==> config.mk <==
export PLATFORM = sky130hd
export DESIGN_NAME = axis_pattern_gen
export DESIGN_NICKNAME = d
export VERILOG_FILES = /design/src/rtl/axis_pattern_gen.sv
export SDC_FILE = /design/constraint.sdc
export NUM_CORES = 1
export LEC_CHECK = 0
export ABC_AREA = 1
export CAP_MARGIN = 30
export CORE_MARGIN = 1
export CORE_UTILIZATION = 50
export CTS_CLUSTER_SIZE = 16
export DETAILED_ROUTE_END_ITERATION = 10
export PLACE_DENSITY_LB_ADDON = 0.08
export SYNTH_ARGS = -nofsm -noshare
export SYNTH_HDL_FRONTEND = slang
export SYNTH_SLANG_ARGS = --single-unit
export TNS_END_PERCENT = 50
==> constraint.sdc <==
create_clock -name clk -period 7.22 [get_ports clk]
set_clock_uncertainty 0.05 [all_clocks]
set_input_delay 0.722 -clock clk [delete_from_list [all_inputs] [get_ports clk]]
set_output_delay 0.722 -clock clk [all_outputs]
set_load 0.02 [all_outputs]
==> src/rtl/axis_pattern_gen.sv <==
// axis_pattern_gen: AXI4-Stream video test-pattern master (FRAME_WIDTH x FRAME_HEIGHT frames).
// Latency: first beat valid the cycle after start is accepted; tdata is registered one beat ahead.
// Backpressure: beats advance only on tvalid&tready; data/last/user hold while tready is low.
//
// Ports:
//   clk, rst_n              - single rising-edge clock, asynchronous active-low reset
//   start, stop             - run control pulses (stop takes effect at the next frame boundary)
//   mode, num_frames        - pattern select (per frame), frames per run (0 = continuous)
//   m_axis_*                - AXI4-Stream master; tuser marks first pixel, tlast marks line end
//   busy, frame_done,
//   frames_sent             - run status
//
// Optional feature: define PATGEN_LFSR_EN to make mode 3 a 16-bit Fibonacci LFSR
// (taps 16,14,13,11, reseeded to 16'hACE1 at each frame start). Without it, mode 3 is a
// constant mid-scale value and no LFSR state exists.
module axis_pattern_gen #(
  parameter int DATA_WIDTH   = 8,
  parameter int FRAME_WIDTH  = 640,
  parameter int FRAME_HEIGHT = 512,
  parameter int LINE_GAP     = 0
) (
  input  logic                  clk,
  input  logic                  rst_n,
  input  logic                  start,
  input  logic                  stop,
  input  logic [1:0]            mode,
  input  logic [15:0]           num_frames,
  output logic [DATA_WIDTH-1:0] m_axis_tdata,
  output logic                  m_axis_tvalid,
  output logic                  m_axis_tlast,
  output logic                  m_axis_tuser,
  input  logic                  m_axis_tready,
  output logic                  busy,
  output logic                  frame_done,
  output logic [15:0]           frames_sent
);

  localparam int CW = (FRAME_WIDTH  > 1) ? $clog2(FRAME_WIDTH)  : 1;
  localparam int RW = (FRAME_HEIGHT > 1) ? $clog2(FRAME_HEIGHT) : 1;
  localparam logic [CW-1:0] COL_LAST = CW'(FRAME_WIDTH - 1);
  localparam logic [RW-1:0] ROW_LAST = RW'(FRAME_HEIGHT - 1);
  // Gap counter counts 0..LINE_GAP-1 while in GAP.
  localparam logic [15:0]   GAP_LAST = (LINE_GAP > 0) ? 16'(LINE_GAP - 1) : 16'd0;

  typedef enum logic [1:0] {
    IDLE   = 2'd0,
    ACTIVE = 2'd1,
    GAP    = 2'd2
  } state_t;

  state_t                state_q, state_d;
  logic [CW-1:0]         col_q, col_d;
  logic [RW-1:0]         row_q, row_d;
  logic [15:0]           frames_sent_q, frames_sent_d;
  logic [15:0]           num_frames_q, num_frames_d;
  logic                  stop_pend_q, stop_pend_d;
  logic                  frame_done_q, frame_done_d;
  logic [DATA_WIDTH-1:0] tdata_q, tdata_d;
  logic [1:0]            mode_q, mode_d;
  logic [15:0]           gap_cnt_q, gap_cnt_d;
`ifdef PATGEN_LFSR_EN
  logic [15:0]           lfsr_q, lfsr_d;
`endif

  logic        line_end;
  logic        frame_end;
  logic        load;
  logic        new_frame;
  logic        checker_on;
  logic [15:0] frames_inc;

  always_comb begin
    state_d       = state_q;
    col_d         = col_q;
    row_d         = row_q;
    frames_sent_d = frames_sent_q;
    num_frames_d  = num_frames_q;
    stop_pend_d   = stop_pend_q;
    frame_done_d  = 1'b0;
    tdata_d       = tdata_q;
    mode_d        = mode_q;
    gap_cnt_d     = gap_cnt_q;
`ifdef PATGEN_LFSR_EN
    lfsr_d        = lfsr_q;
`endif
    load          = 1'b0;

    line_end   = (col_q == COL_LAST);
    frame_end  = line_end && (row_q == ROW_LAST);
    frames_inc = frames_sent_q + 16'd1;

    case (state_q)
      IDLE: begin
        if (start) begin
          state_d       = ACTIVE;
          frames_sent_d = 16'd0;
          num_frames_d  = num_frames;
          row_d         = '0;
          col_d         = '0;
          stop_pend_d   = 1'b0;
          load          = 1'b1;
        end
      end
      ACTIVE: begin
        if (stop) stop_pend_d = 1'b1;
        if (m_axis_tready) begin
          load = 1'b1;
          if (line_end) begin
            col_d = '0;
            row_d = (row_q == ROW_LAST) ? '0 : row_q + 1'b1;
          end else begin
            col_d = col_q + 1'b1;
          end
          if (frame_end) begin
            frames_sent_d = frames_inc;
            frame_done_d  = 1'b1;
          end
          // A finishing frame goes straight to IDLE: no trailing gap, so busy
          // and tvalid drop together. A stop arriving on this very beat counts.
          if (frame_end && (((num_frames_q != 16'd0) && (frames_inc == num_frames_q)) ||
                            stop_pend_q || stop)) begin
            state_d     = IDLE;
            stop_pend_d = 1'b0;
          end else if (line_end && (LINE_GAP > 0)) begin
            state_d   = GAP;
            gap_cnt_d = 16'd0;
          end
        end
      end
      GAP: begin
        if (stop) stop_pend_d = 1'b1;
        if (gap_cnt_q == GAP_LAST) begin
          state_d = ACTIVE;
        end else begin
          gap_cnt_d = gap_cnt_q + 16'd1;
        end
      end
      default: state_d = IDLE;
    endcase

    // tdata is precomputed for the beat about to be presented. The pattern mode
    // (and the LFSR seed) is captured when that beat is the first pixel of a frame.
    new_frame  = (row_d == '0) && (col_d == '0);
    checker_on = (((32'(row_d) ^ 32'(col_d)) >> 3) & 32'd1) != 32'd0;
    if (load) begin
      if (new_frame) mode_d = mode;
`ifdef PATGEN_LFSR_EN
      if (new_frame) lfsr_d = 16'hACE1;
      else           lfsr_d = {lfsr_q[14:0], lfsr_q[15] ^ lfsr_q[13] ^ lfsr_q[12] ^ lfsr_q[10]};
`endif
      case (mode_d)
        2'd0:    tdata_d = DATA_WIDTH'(32'(row_d) + 32'(col_d));
        2'd1:    tdata_d = DATA_WIDTH'(col_d);
        2'd2:    tdata_d = {DATA_WIDTH{checker_on}};
`ifdef PATGEN_LFSR_EN
        default: tdata_d = DATA_WIDTH'(lfsr_d);
`else
        default: tdata_d = DATA_WIDTH'(1) << (DATA_WIDTH - 1);
`endif
      endcase
    end
  end

  always_ff @(posedge clk or negedge rst_n) begin
    if (!rst_n) begin
      state_q       <= IDLE;
      col_q         <= '0;
      row_q         <= '0;
      frames_sent_q <= 16'd0;
      num_frames_q  <= 16'd0;
      stop_pend_q   <= 1'b0;
      frame_done_q  <= 1'b0;
      tdata_q       <= '0;
      mode_q        <= 2'd0;
      gap_cnt_q     <= 16'd0;
`ifdef PATGEN_LFSR_EN
      lfsr_q        <= 16'hACE1;
`endif
    end else begin
      state_q       <= state_d;
      col_q         <= col_d;
      row_q         <= row_d;
      frames_sent_q <= frames_sent_d;
      num_frames_q  <= num_frames_d;
      stop_pend_q   <= stop_pend_d;
      frame_done_q  <= frame_done_d;
      tdata_q       <= tdata_d;
      mode_q        <= mode_d;
      gap_cnt_q     <= gap_cnt_d;
`ifdef PATGEN_LFSR_EN
      lfsr_q        <= lfsr_d;
`endif
    end
  end

  // All outputs decode registered state only; tready never reaches them combinationally.
  assign m_axis_tvalid = (state_q == ACTIVE);
  assign m_axis_tlast  = m_axis_tvalid && (col_q == COL_LAST);
  assign m_axis_tuser  = m_axis_tvalid && (row_q == '0) && (col_q == '0);
  assign m_axis_tdata  = tdata_q;
  assign busy          = (state_q != IDLE);
  assign frame_done    = frame_done_q;
  assign frames_sent   = frames_sent_q;

endmodule
== After elaboration in Yosys (flattened, before gate mapping) ==
Cells that the tools add are included.

* Bits of input ports: 23
* Output and inout port bits: 29
* Word-level logic and storage cells: 86
* Register bits after elaboration: 81

* Add/subtract/negate cells: 5
* Bitwise operators: 2
* Reduce and logical (&&, ||, !) cells: 25
* Eq/ne operators: 12
* Multiplexer cells: 32

{| class="wikitable"
|+ Operators with widths
! cell !! number
|-
| $mux W16 || 3
|-
| $mux W9 || 4
|-
| $add A16 B1 Y16 const B || 2
|-
| $pmux W16 S2 || 1
|-
| $mux W10 || 3
|-
| $pmux W8 S3 || 1
|-
| $logic_not A10 Y1 || 2
|-
| $pmux W10 S2 || 1
|-
| $logic_not A9 Y1 || 2
|-
| $pmux W9 S2 || 1
|-
| $eq A16 B16 Y1 || 1
|-
| $logic_not A16 Y1 || 1
|-
| $reduce_bool A16 Y1 || 1
|-
| $mux W2 || 6
|-
| $add A10 B1 Y10 const B || 1
|-
| $eq A10 B10 Y1 const B || 1
|-
| $add A9 B1 Y9 const B || 1
|-
| $eq A9 B9 Y1 const B || 1
|-
| $mux W1 || 9
|-
| $add A8 B8 Y8 || 1
|-
| $reduce_and A4 Y1 || 2
|-
| $logic_and A1 B1 Y1 || 7
|-
| $ne A2 B1 Y1 const B || 3
|-
| $pmux W2 S3 || 1
|-
| other kinds (12) || 20
|}

== Logic depth before layout (Yosys ltp) ==
* Word-level depth: 11
* Depth in mapped cells: 23
* Mapped depth without buffers: 23

== Least setup slack after synthesis ==
Ideal clock, no wire load.

* Path type: in2reg
* From: input port m_axis_tready
* To: register tdata_q[6] (netlist: m_axis_tdata[6])
* Data required time: 7054 ps
* Library setup time: 116 ps
* Cell stages on the path: 20
* Buffers on the path: 1
* Data arrival time: 2796 ps
* Path slack: 4258 ps
* Cells stage by stage: buf_4 -> nand2_4 -> clkinv_4 -> nand3_4 -> nand2_4 -> nand2_2 -> nand2_2 -> inv_2 -> ha_1 -> inv_1 -> fa_1 -> o21ai_0 -> a21oi_1 -> nor2_1 -> nor2_1 -> xnor2_1 -> nand3_2 -> nand3_1 -> nand2_1 -> nand2_1

* Longest elaborated chain between the ends: 8
* Elaborated cells between the ends (all ways): 17
* Classes of those cells: add/sub: 1; eq/ne: 2; mux: 9; bitwise: 1; reduce/logical: 4

{| class="wikitable"
|+ RTL lines
! what !! line !! source
|-
| start, declared || 32 || <nowiki>input logic m_axis_tready,</nowiki>
|-
| $mux W9 * || 106 || <nowiki>if (m_axis_tready) begin</nowiki>
|-
| $pmux W9 S2 * || 92 || <nowiki>case (state_q)</nowiki>
|-
| via row_d[0] || 53 || <nowiki>logic [RW-1:0] row_q, row_d;</nowiki>
|-
| $logic_not A9 Y1 || 143 || <nowiki>new_frame = (row_d == '0) && (col_d == '0);</nowiki>
|-
| $logic_and A1 B1 Y1 || 143 ||
|-
| $mux W2 || 146 || <nowiki>if (new_frame) mode_d = mode;</nowiki>
|-
| $mux W2 || 145 || <nowiki>if (load) begin</nowiki>
|-
| $eq A2 B2 Y1 (tied with other cells) || 151 || <nowiki>case (mode_d)</nowiki>
|-
| $pmux W8 S3 * || 151 ||
|-
| end signal, assigned || 187 || <nowiki>tdata_q <= tdata_d;</nowiki>
|-
| end, declared || 58 || <nowiki>logic [DATA_WIDTH-1:0] tdata_q, tdata_d;</nowiki>
|}

The timed path passes the listed nets; every way through them passes the cells marked *. The select of a mux whose other input is x is not followed.
A chain may end at the register's enable or synchronous reset.

== Final worst setup path ==
* From: input port start
* To: register tdata_q[6] (netlist: m_axis_tdata[6])

* Longest elaborated chain between the ends: 8
* Elaborated cells between the ends (all ways): 17
* Classes of those cells: add/sub: 1; eq/ne: 2; mux: 9; bitwise: 1; reduce/logical: 4

{| class="wikitable"
|+ RTL lines
! what !! line !! source
|-
| start, declared || 24 || <nowiki>input logic start,</nowiki>
|-
| $mux W10 * || 94 || <nowiki>if (start) begin</nowiki>
|-
| $pmux W10 S2 * || 92 ||
|-
| via col_d[0] || 52 || <nowiki>logic [CW-1:0] col_q, col_d;</nowiki>
|-
| $logic_not A10 Y1 || 143 ||
|-
| $logic_and A1 B1 Y1 || 143 ||
|-
| $mux W2 || 146 ||
|-
| $mux W2 || 145 ||
|-
| $eq A2 B2 Y1 (tied with other cells) || 151 ||
|-
| $pmux W8 S3 * || 151 ||
|}

Marks and branches as above.

==> impl_metrics.csv <==
group,metric,value,unit
worst_hold_path,min-delay-path-class,"reg -> reg",
worst_hold_path,hold_end,"m_axis_tdata[4]$_DFFE_PN0P_",
timing,period_share,49.7,%
cells_and_area,postLayoutCoreUtil,60.7,%
synth,yosysWarningCount,0,
synth,post_synth_inst_count,561,
synth,yosysTopAreaCell,"dfrtp_1",
placement,buffer_ports.inserted,51,
power_and_ir_drop,total_power,1.17,mW
synth,synthArstFlopShare,100,%
floorplanning,boundaryPins,52,
power_and_ir_drop,leakage,2.52,nW
run_status,run_status,"complete, no violations",
power_and_ir_drop,powerDensity,234,mW/mm²
routing,dr.pass1.iters,5,
cells_and_area,insertedDiodeCount,0,
worst_setup_path,worstPathCellList,"clkdlybuf4s50_1, nand2_2, nand2_4, inv_2, nand2_1, nand2_1, ha_1, inv_1, fa_1, o21ai_0, a21oi_1, nor2_1, nor2_1, xnor2_1, nand3_2, nand3_1, nand2_1, nand2_1",
routing,dr_iter_0_viols,141,
timing,maxSlewViolCount,0,
timing,final_hold_viol_count,0,
timing,max_slew.worst_pin.slew,834,ps
synth,yosys_reg_bits,64,
clock_network,cts_setup_buffers,0,
grt,grt.overflow.total,0,
worst_setup_path,cp_slowest_stage_delay,430,ps
cells_and_area,drive_above_1_share,10.9,%
synth,synth_enable_flop_cells,0,
synth,flip_flop_cell_with_the_highest_count_after_synthesis,"dfrtp_1",
clock_network,post_cts.resized_instances,0,
run,max_cap_violations,0,
worst_setup_path,reg2reg_from,"state_q[0]$_DFFE_PN0P_",
clock_network,clock_tree.root_cell,"clkbuf_8",
synth,synth_largest_type_area_fraction,37.4,%
worst_setup_path,setup.worst_path.end_class,"flop",
worst_setup_path,crit_family,"simple AND/OR/NAND/NOR gates",
synth,synthesis.nets,599,
clock_network,post_cts_hold_buffer_count,0,
synth,synthesized_area_per_cell,7.63,µm²
cells_and_area,num-nets-final,651,
grt,first_pass_grt_wire_length,17300,µm
worst_setup_path,worstPathRequired,7460,ps
placement,detailed_place_hpwl,7940,µm
worst_setup_path,path_common_cell,"nand2_1",
routing,route.detailed.drc,0,
timing,final.setup.tns,0,ps
clock_network,tritoncts.num_buffers,9,
floorplanning,die_height,94.5,µm
routing,postRouteAntennaNets,0,
clock_network,clock_path_buffers,2,
timing,finalSetupViolations,0,
worst_hold_path,hold_depth,2,
worst_setup_path,worst-setup-path-type,"in -> reg",
worst_hold_path,hold_path.startpoint,"m_axis_tdata[4]$_DFFE_PN0P_",
grt,antenna_found_initial,0,
grt,grt_pass1_vias,3718,
timing,layout_min_cycle_time,3590,ps
synth,synth-seq-area-share,37.4,%
routing,via_per_inst,5.32,
timing,max_slew_margin,44.4,%
synth,post_synth_main_area_contributors,"dfrtp_1, nand2_1, inv_1, nand3_1, xor2_1",
routing,vias,3839,
worst_setup_path,arrival_time_worst_endpoint,3830,ps
floorplanning,fp-row-count,33,
cells_and_area,signed_area_change_from_the_synthesized_netlist_to_the_final_layout,17.2,%
placement,globalplace.congestion,0.895,
worst_setup_path,startpoint_class,"input port",
grt,grt_max_degree,65,
synth,synth.most_common_cell,"nand2_1",
synth,synth.cell_area,0.00428,mm²
timing,timing.fmax,279,MHz
floorplanning,core_area,0.00826,mm²
clock_network,worst_skew_pair.late_latency,350,ps
clock_network,cts_tree,"done",
clock_network,clock_sink_total,64,
routing,routed_wire_length_per_instance,14.6,µm
worst_setup_path,cell_count_of_the_worst_reg_to_reg_path,18,
worst_setup_path,worst-path-max-fanout,20,
synth,yosys-top-cells-count,"nand2_1, inv_1, dfrtp_1, nand3_1, nor2_1",
worst_setup_path,critical-path-slowest-cell,"clkdlybuf4s50_1",
clock_network,clk_pin_slew_worst_paths,70,ps
floorplanning,floorplan.initialDensity,51.8,%
floorplanning,die_area,0.00893,mm²
power_and_ir_drop,worst_ir_drop_vdd,0.000110,V
timing,rsz0062_at_grt,"no",
worst_setup_path,r2r_slack,3680,ps
floorplanning,chipWidth,94.5,µm
grt,grt_util_all_layers,25.7,%
routing,wirelength,10600,µm
worst_setup_path,timing.critical_path.buf_inv,3,
clock_network,clock_tree.htree_level_count,3,
synth,synth_cell_types,40,
worst_setup_path,worstReg2RegEnd,"m_axis_tdata[6]$_DFFE_PN0P_",
## through the flow
step / hold slack (ps) / setup slack, ps / instance area (µm²) / instances
2_1_floorplan: 376 / 4260 / 4280 / 561
3_3_place_gp: 422 / 3400 / 4840 / 707
3_5_place_dp: 428 / 3290 / 4840 / 707
4_1_cts: 442 / 3660 / 5010 / 722
5_1_grt: 470 / 3350 / 5010 / 722
6_report: 436 / 3630 / 5010 / 722
## flip-flops by register name, summed over array words and instances (netlist names)
name / cells
num_frames_q: 16
col_q: 10
frames_sent: 16
m_axis_tdata: 8
frame_done: 1
state_q: 1
mode_q: 2
stop_pend_q: 1
row_q: 9
## worst max path at each step
stage / startpoint / to / slack, ps / depth (start not counted)
finish: start / m_axis_tdata[6]$_DFFE_PN0P_ / 3630 / 18
global route: state_q[0]$_DFFE_PN0P_ / m_axis_tdata[6]$_DFFE_PN0P_ / 3350 / 18
CTS: start / m_axis_tdata[6]$_DFFE_PN0P_ / 3660 / 18
detailed placement: start / m_axis_tdata[6]$_DFFE_PN0P_ / 3290 / 18
global placement: start / m_axis_tdata[6]$_DFFE_PN0P_ / 3400 / 18
floorplan: m_axis_tready / m_axis_tdata[6]$_DFFE_PN0P_ / 4260 / 20
## routing by layer
layer / vias to the layer above / global-route usage, % / routed length (µm)
li1: 1905 / - / -
met1: 1808 / 29.9 / 4370
met2: 105 / 46.3 / 5490
met3: 21 / 5.23 / 451
met4: 0 / 9.85 / 256
met5: - / 0 / 0
## cell families after synthesis
family / Yosys count / synth area share (%)
AO/OA/AOI/OAI: 49 / 7.22
XOR/XNOR: 31 / 6.35
adder cells (fa/ha/maj): 15 / 4.56
buffers and inverters: 85 / 8.51
flip-flops: 64 / 37.4
AND/OR/NAND/NOR: 317 / 35.9
## power by group
| part | switching, mW | total [mW] | internal (mW) |
|---|---|---|---|
| Sequential | 0.0538 | 0.464 | 0.411 |
| Clock | 0.139 | 0.280 | 0.140 |
| Combinational | 0.259 | 0.430 | 0.170 |
## worst reg2reg max path: stages, from the launching register on
cell	delay, ps
dfrtp_1	620
inv_2	140
nand2_2	360
nand2_4	220
inv_2	170
nand2_1	110
nand2_1	140
ha_1	190
inv_1	60
fa_1	400
o21ai_0	320
a21oi_1	110
nor2_1	110
nor2_1	60
xnor2_1	160
nand3_2	80
nand3_1	90
nand2_1	50
nand2_1	50
## cells in the final DEF, fill, tap and decap left out, types with 5 or more instances in the layout
cell,n
nor2_2,5
inv_2,8
clkbuf_8,11
nor3_1,6
nor4_1,7
ha_1,14
o22ai_1,13
clkdlybuf4s50_1,50
xnor2_1,10
nand3_2,7
nand3_1,48
o21ai_0,14
inv_1,65
nand2_4,7
nand4_1,13
dfrtp_1,64
nand2_2,10
nor2_1,38
a21oi_1,10
nand2_1,164
xor2_1,21
## cell type report
| class | instances | area (µm²) |
|---|---|---|
| flip-flops and latches | 64 | 1600 |
| inverters | 74 | 283 |
| multi-input cells | 412 | 2310 |
| well taps | 105 | 131 |
| fillers | 771 | 3240 |
| clock buffers | 12 | 155 |
| clock inverters | 3 | 17.5 |
| repair buffers | 52 | 513 |
(Power assumes the default switching activity.)
